`src/rtl/mbgd_theta_update.sv`:
```
// Theta update stage for mini-batch gradient descent: theta_j -= g_j >> alpha_shift
// per feature, then publishes the integer parts of all weights in a single cycle.
module mbgd_theta_update #(
    parameter int DW1   = 8,
    parameter int N     = 8,
    parameter int N_bit = 3,
    parameter int FRAC  = 8,
    parameter int EPW   = 16
) (
    input  logic               clk,
    input  logic               resetn,
    input  logic               enable,
    input  logic               start,
    input  logic               load_init,
    input  logic [DW1*N-1:0]   theta_init,
    input  logic [2:0]         alpha_shift,
    input  logic [EPW-1:0]     epoch_limit,
    input  logic [DW1-1:0]     g,
    input  logic               g_valid,
    output logic               g_ready,
    output logic [N_bit-1:0]   feat_idx,
    output logic [DW1*N-1:0]   theta,
    output logic               busy,
    output logic               upd_done,
    output logic [EPW-1:0]     epoch_cnt,
    output logic               limit_reached
);

    localparam int DWT = DW1 + FRAC;

    typedef enum logic [1:0] {IDLE, ACCEPT, COMMIT} state_t;

    state_t                 state_q, state_d;
    logic [N_bit-1:0]       j_q, j_d;
    logic [2:0]             alpha_q, alpha_d;
    logic signed [DWT-1:0]  theta_int_q [N];
    logic signed [DWT-1:0]  theta_int_d [N];
    logic [DW1*N-1:0]       theta_pub_q, theta_pub_d;
    logic [EPW-1:0]         epoch_q, epoch_d;
    logic                   limit_q, limit_d;

    logic signed [DWT:0]    g_ext;
    logic signed [DWT:0]    delta;
    logic signed [DWT:0]    diff;
    logic signed [DWT-1:0]  cur;
    logic signed [DWT-1:0]  sat_val;

    // Step is computed one bit wider than the weight so the clamp sees true overflow.
    always_comb begin
        g_ext = $signed({g[DW1-1], g, {FRAC{1'b0}}});
        delta = g_ext >>> alpha_q;
        cur   = theta_int_q[j_q];
        diff  = $signed({cur[DWT-1], cur}) - delta;
        if (diff[DWT] != diff[DWT-1]) begin
            sat_val = diff[DWT] ? {1'b1, {(DWT-1){1'b0}}} : {1'b0, {(DWT-1){1'b1}}};
        end else begin
            sat_val = diff[DWT-1:0];
        end
    end

    always_comb begin
        state_d     = state_q;
        j_d         = j_q;
        alpha_d     = alpha_q;
        theta_pub_d = theta_pub_q;
        epoch_d     = epoch_q;
        limit_d     = limit_q;
        for (int k = 0; k < N; k++) begin
            theta_int_d[k] = theta_int_q[k];
        end

        case (state_q)
            IDLE: begin
                if (enable && start) begin
                    alpha_d = alpha_shift;
                    j_d     = '0;
                    state_d = ACCEPT;
                    if (load_init) begin
                        for (int k = 0; k < N; k++) begin
                            theta_int_d[k] = {theta_init[DW1*k +: DW1], {FRAC{1'b0}}};
                        end
                    end
                end
            end
            ACCEPT: begin
                if (enable && g_valid) begin
                    theta_int_d[j_q] = sat_val;
                    if (j_q == N_bit'(N - 1)) begin
                        j_d     = '0;
                        state_d = COMMIT;
                    end else begin
                        j_d = j_q + N_bit'(1);
                    end
                end
            end
            COMMIT: begin
                if (enable) begin
                    for (int k = 0; k < N; k++) begin
                        theta_pub_d[DW1*k +: DW1] = theta_int_q[k][DWT-1:FRAC];
                    end
                    epoch_d = (&epoch_q) ? epoch_q : epoch_q + EPW'(1);
                    if ((epoch_d == epoch_limit) && (epoch_limit != '0)) begin
                        limit_d = 1'b1;
                    end
                    state_d = IDLE;
                end
            end
            default: state_d = IDLE;
        endcase
    end

    always_ff @(posedge clk or negedge resetn) begin
        if (!resetn) begin
            state_q     <= IDLE;
            j_q         <= '0;
            alpha_q     <= '0;
            theta_pub_q <= '0;
            epoch_q     <= '0;
            limit_q     <= 1'b0;
            for (int k = 0; k < N; k++) begin
                theta_int_q[k] <= '0;
            end
        end else begin
            state_q     <= state_d;
            j_q         <= j_d;
            alpha_q     <= alpha_d;
            theta_pub_q <= theta_pub_d;
            epoch_q     <= epoch_d;
            limit_q     <= limit_d;
            for (int k = 0; k < N; k++) begin
                theta_int_q[k] <= theta_int_d[k];
            end
        end
    end

    assign g_ready       = (state_q == ACCEPT) && enable;
    assign feat_idx      = j_q;
    assign theta         = theta_pub_q;
    assign busy          = (state_q != IDLE);
    assign upd_done      = (state_q == COMMIT) && enable;
    assign epoch_cnt     = epoch_q;
    assign limit_reached = limit_q;

endmodule

```
`config.mk`:
```
export PLATFORM = sky130hd
export DESIGN_NAME = mbgd_theta_update
export DESIGN_NICKNAME = d
export VERILOG_FILES = /design/src/rtl/mbgd_theta_update.sv
export SDC_FILE = /design/constraint.sdc
export NUM_CORES = 1
export LEC_CHECK = 0
export CORE_MARGIN = 1.5
export CORE_UTILIZATION = 45
export CTS_CLUSTER_DIAMETER = 200
export DETAILED_ROUTE_END_ITERATION = 16
export PLACE_DENSITY = 0.66
export SLEW_MARGIN = 10
export SYNTH_ARGS = -nofsm -noshare
export SYNTH_HDL_FRONTEND = slang
export SYNTH_SLANG_ARGS = --single-unit
```
`constraint.sdc`:
```
create_clock -name clk -period 5.3 [get_ports clk]
set_clock_uncertainty 0.1 [all_clocks]
set_input_delay 1.59 -clock clk [delete_from_list [all_inputs] [get_ports clk]]
set_output_delay 1.59 -clock clk [all_outputs]
set_load 0.05 [all_outputs]
```
# == After elaboration in Yosys (flattened, before gate mapping) ==
# Index checks and enable logic that the tools add are counted.
# word_totals
elab_cells,70
reg_bits,217
input_bits,97
out_inout_bits,87
# classes
addsub,3
n_reduce_logical,17
mux,22
n_eq_ne,10
shift,1
bitwise,1
n_lt_le_gt_ge,2
# op_table
cell,n
$mux 128,3
$pmux 128 s2,1
$bwmux 128,1
$mux 16,6
$bmux 16 s3,1
$demux 16 s3,1
$sshr 16x3->17,1
$sub 16x17->17,1
$add 16x1->16 const B,1
$eq 16x16->1,1
$reduce_and 16->1,1
$reduce_bool 16->1,1
$ne 2x2->1 const B,5
$mux 3,3
$mux 2,4
$reduce_and 4->1,2
$logic_and 1x1->1,6
$pmux 2 s3,1
$pmux 3 s2,1
$reduce_and 3->1,2
$ge 4x4->1 const B,1
$lt 4x1->1 const B,1
$not 3->4,1
$reduce_and 2->1,2
other kinds (7),8

# == Depth between registers and ports, before layout ==
# logic_depth
ltp_word,10
depth_mapped,17
depth_no_buf,14

# == Worst setup path after synthesis ==
# No wires, ideal clock.
# synth_timing
kind,in2out
startpoint,input enable
endpoint,output upd_done
arrival_ps,2782
slack_ps,828
required_ps,3610
path_stages,4
n_path_buf,2
cell_sequence,clkbuf_1 > nand3_1 > clkinv_1 > clkbuf_1
# synth_between
elab_chain_cells,1
# synth_lines
item,line_no,source
"start, declared",12,"input logic enable,"
$logic_and 1x1->1,140,assign upd_done = (state_q == COMMIT) && enable;
"end, declared",24,"output logic upd_done,"
# No other way between the ends.

# == Final worst setup path ==
# layout_timing
startpoint,"register j_q[0], in the netlist feat_idx[0]"
endpoint,register theta_int_q[28] in the netlist's numbering
# layout_between
elab_chain_cells,10
word_cells_on_any_way,16
classes_between,1 x add/sub; 2 x order compare; 1 x eq/ne; 10 x mux; 1 x bitwise; 1 x reduce/logical
# layout_lines
item,line_no,source
"start, declared",34,"logic [N_bit-1:0] j_q, j_d;"
"start signal, assigned",125,j_q <= j_d;
$not 3->4 (implied by the code) (*),"52, 87",
$bmux 16 s3,52,cur = theta_int_q[j_q];
$mux 16 (implied by the code) (2 in a row),52,
$sub 16x17->17,53,"diff = $signed({cur[DWT-1], cur}) - delta;"
$mux 16 or $ne 1x1->1 (tied branches),"55, 54",
$mux 16,54,if (diff[DWT] != diff[DWT-1]) begin
$bwmux 128 (*),87,theta_int_d[j_q] = sat_val;
$mux 128 (*),86,if (enable && g_valid) begin
$pmux 128 s2 (*),72,case (state_q)
"end signal, assigned by index",131,theta_int_q[k] <= theta_int_d[k];
"end, declared",36,logic signed [DWT-1:0] theta_int_q [N];
# Mark *: on every way between the ends. The rest lies on a longest branch, timed or not. The select of a mux whose other input is x is not followed.
# A chain may end at the register's enable or synchronous reset.

==> metrics.txt <==
Final min period=between 4000 and 5000 ps; period utilization=roughly nine tenths; reg2reg end=theta_int_q[28]$_DFFE_PN0P_; sequential fraction of the synthesis area=between 40% and 50%; power per cell area=between 700 and 800 nW/um^2; DR iter-0 viols=roughly 1100; CP Max Fanout=19; outcome=finished clean; share of Yosys cell area claimed by the top area cell type=between 40 and 50%; slowest stage cell, crit path=and3_1; Routed Antenna Nets=0; Area growth syn-to-layout=27.6%; count of cell types in the netlist=63; first-pass GRT wire length=57.6 mm; Ys Warns=0; Lkg Pwr=just over 0.006 uW; Starting Density=around 46%; GPL Wtd Cong=about 0.92; CTS Buf Count=23; n_diodes=0; slowest stage delay, CP=~930 ps; vias=about 10000; RSZ-0062 raised after global routing=no; Core Region=23500 sq um; H-tree Lvls=1; post-CTS resize count=0; Worst-path clk slew=around 60 ps; VDD IR-drop max=1.02 mV; I/O pins=approximately 180; Pre-antenna DRT Iters=5; dominant synthesized flop cell=dfrtp_1; hold depth=2; Cell Chain, Critical Path=and3_1, a22oi_1, and4_1, ha_1, nor3_1, o21a_1, a211oi_2, or4_1, and3_4, maj3_2, a221oi_1, nor2_1; number of flops mapped to enable cells by yosys=0; CTS Root Buffer Type=clkbuf_16; top achievable clock speed=between 0.2 and 0.25 GHz; top cells by instance count after synthesis=nand2_1 (281), dfrtp_1 (209), nor2_1 (95); HPWL after detailed placement=approximately 27 mm; post-synth top area cell=dfrtp_1; crit path capture type=flip-flop; Clock Latency Late Sink=530 ps; Hold-fix buffers, CTS=0; Avg Inst Size Synth=around 9.0 sq um; vias in the first global route=just under 10000; post-synthesis register bit count=about 210; cells on worst reg2reg path=12; setup TNS=0 ps; post-CTS setup buffers=0; DRT Wirelength=about 38 mm; final hold violations=0; NumNets Final=between 1000 and 1500; final core utilization=58.6%; Worst Hold Launch=theta[6]$_DFFE_PN0P_; actual slew at the worst max-slew pin=about 1000 ps; synthesized instance count=about 1200; Final Setup Violations=0; CTS Buffer Depth=3; Reg-to-Reg Start=feat_idx[0]$_DFFE_PN0P_; Overflow after GRT=0; Slew headroom=around a third; max_cap viols=0; hold endpoint=theta[6]$_DFFE_PN0P_; crit-path leading delay family=simple AND/OR/NAND/NOR gates; Net Count, Synth=around 1300; share of layout cells above drive strength 1=6.69%; # port buffers=about 180; Die H=158 um; CTS tree=done; Total Routing Usage GR=30.5%; # rows=56; Remaining DRCs=0; largest cells by area after synthesis=dfrtp_1 (48%), nand2_1 (9.8%), a22oi_1 (4.2%), a21oi_1 (3.4%), a22o_1 (3.3%); largest net degree at the start of global routing=between 100 and 150; data required time at the worst endpoint=about 5600 ps; most common cell in the netlist=nand2_1; Cell Area, Synth=around 11000 sq um; Routed WL per cell=22.1 um; clock sink total=about 210; FF-to-FF setup slack=approximately 500 ps; initial antenna violation count=0; crit path launch type=flip-flop; Critical Path Stages=12; worst hold path type=reg2reg; Die W=approximately 160 um; CP Class=reg2reg; Die ar.=25000 sq um; Vias/cell=roughly 6; worst path bufs/invs=0; Worst EP arrival=a little over 5000 ps; Max Slew Vio Count=0; total power=just over 10000 uW; Synth async-reset ratio=100%
==> worst max path at each step <==
stage | start | to | slack [ps]
global placement | g[1] | theta_int_q[125]$_DFFE_PN0P_ | 130
detailed placement | g[1] | theta_int_q[28]$_DFFE_PN0P_ | 80
floorplan | enable | upd_done | 830
finish | feat_idx[0]$_DFFE_PN0P_ | theta_int_q[28]$_DFFE_PN0P_ | 500
CTS | g[1] | theta_int_q[28]$_DFFE_PN0P_ | 610
global route | g[1] | theta_int_q[90]$_DFFE_PN0P_ | 280
==> area by class of cell <==
type | instances | area, sq um
fillers | 2158 | 9750
flip-flops and latches | 209 | 5230
repair buffers | 213 | 2080
well taps | 319 | 399
multi-input cells | 914 | 5290
clock inverters | 6 | 78.8
inverters | 15 | 56.3
clock buffers | 33 | 663
==> per-stage QoR <==
stage / hold WS [ps] / cell area, sq um / std cells / worst slack, ps
final: 371 / 13800 / 1709 / 499
after global routing: 394 / 13800 / 1709 / 282
after CTS: 376 / 13800 / 1709 / 615
after detailed placement: 361 / 13100 / 1670 / 79.8
after global placement: 360 / 13100 / 1670 / 129
after floorplan: 350 / 10800 / 1203 / 828
==> power by group <==
group / internal (uW) / leakage (uW) / switching [uW]
logic: 2130 / 0.00311 / 4070
registers: 2040 / 0.00276 / 472
clock network: 923 / 0.000358 / 672
total: 5100 / 0.00623 / 5210
==> worst register-to-register path: cells and delay by family, from the launching register on <==
family | cells | cell delay (ps)
compound gates | 4 | 850
fa+ha+maj | 2 | 750
flops | 1 | 690
simple gates | 6 | 2300
==> state kept, by name, indices dropped and copies added (netlist names) <==
| register | flops |
|---|---|
| theta_int_q | 120 |
| feat_idx | 3 |
| state_q | 2 |
| alpha_q | 3 |
| epoch_cnt | 16 |
| limit_reached | 1 |
| theta | 64 |
==> per-layer routing <==
metal / GRT usage (%) / vias up / part of all wire, %
met3: 4.87 / 80 / 7.1
met1: 42.3 / 5008 / 44
met4: 11.3 / 0 / 3.8
li1: - / 4685 / -
met5: 0 / - / 0
met2: 48.0 / 437 / 45
==> cell families (layout without fill, tap and decap cells) <==
family / count (synthesis) / count (layout) / share of synthesized area [%]
AO/OA/AOI/OAI: 331 / 331 / 21.0
XOR/XNOR: 36 / 36 / 2.92
adder cells (fa/ha/maj): 23 / 23 / 2.60
buffers and inverters: 80 / 267 / 2.82
flip-flops: 209 / 209 / 48.4
multiplexers: 19 / 19 / 1.86
AND/OR/NAND/NOR: 505 / 505 / 20.5
==> cells in the final DEF (no fill, tap or decap), drive strengths merged, types with 10 or more instances in the layout <==
master	Yosys	layout
clkbuf	55	34
a21o	12	12
a21oi	73	73
mux2i	10	10
clkdlybuf4s50	0	180
inv	13	16
nand2	282	282
dfrtp	209	209
o22ai	23	23
nor3	18	18
nand3	23	23
xor2	16	16
xnor2	20	20
a22o	41	41
o221ai	12	12
buf	10	32
a221oi	13	13
and3	25	25
ha	19	19
nand4	20	20
nand2b	11	11
a22oi	61	61
nor2	95	95
o21ai	52	52
No activity file was read; power rests on OpenSTA's default activity.
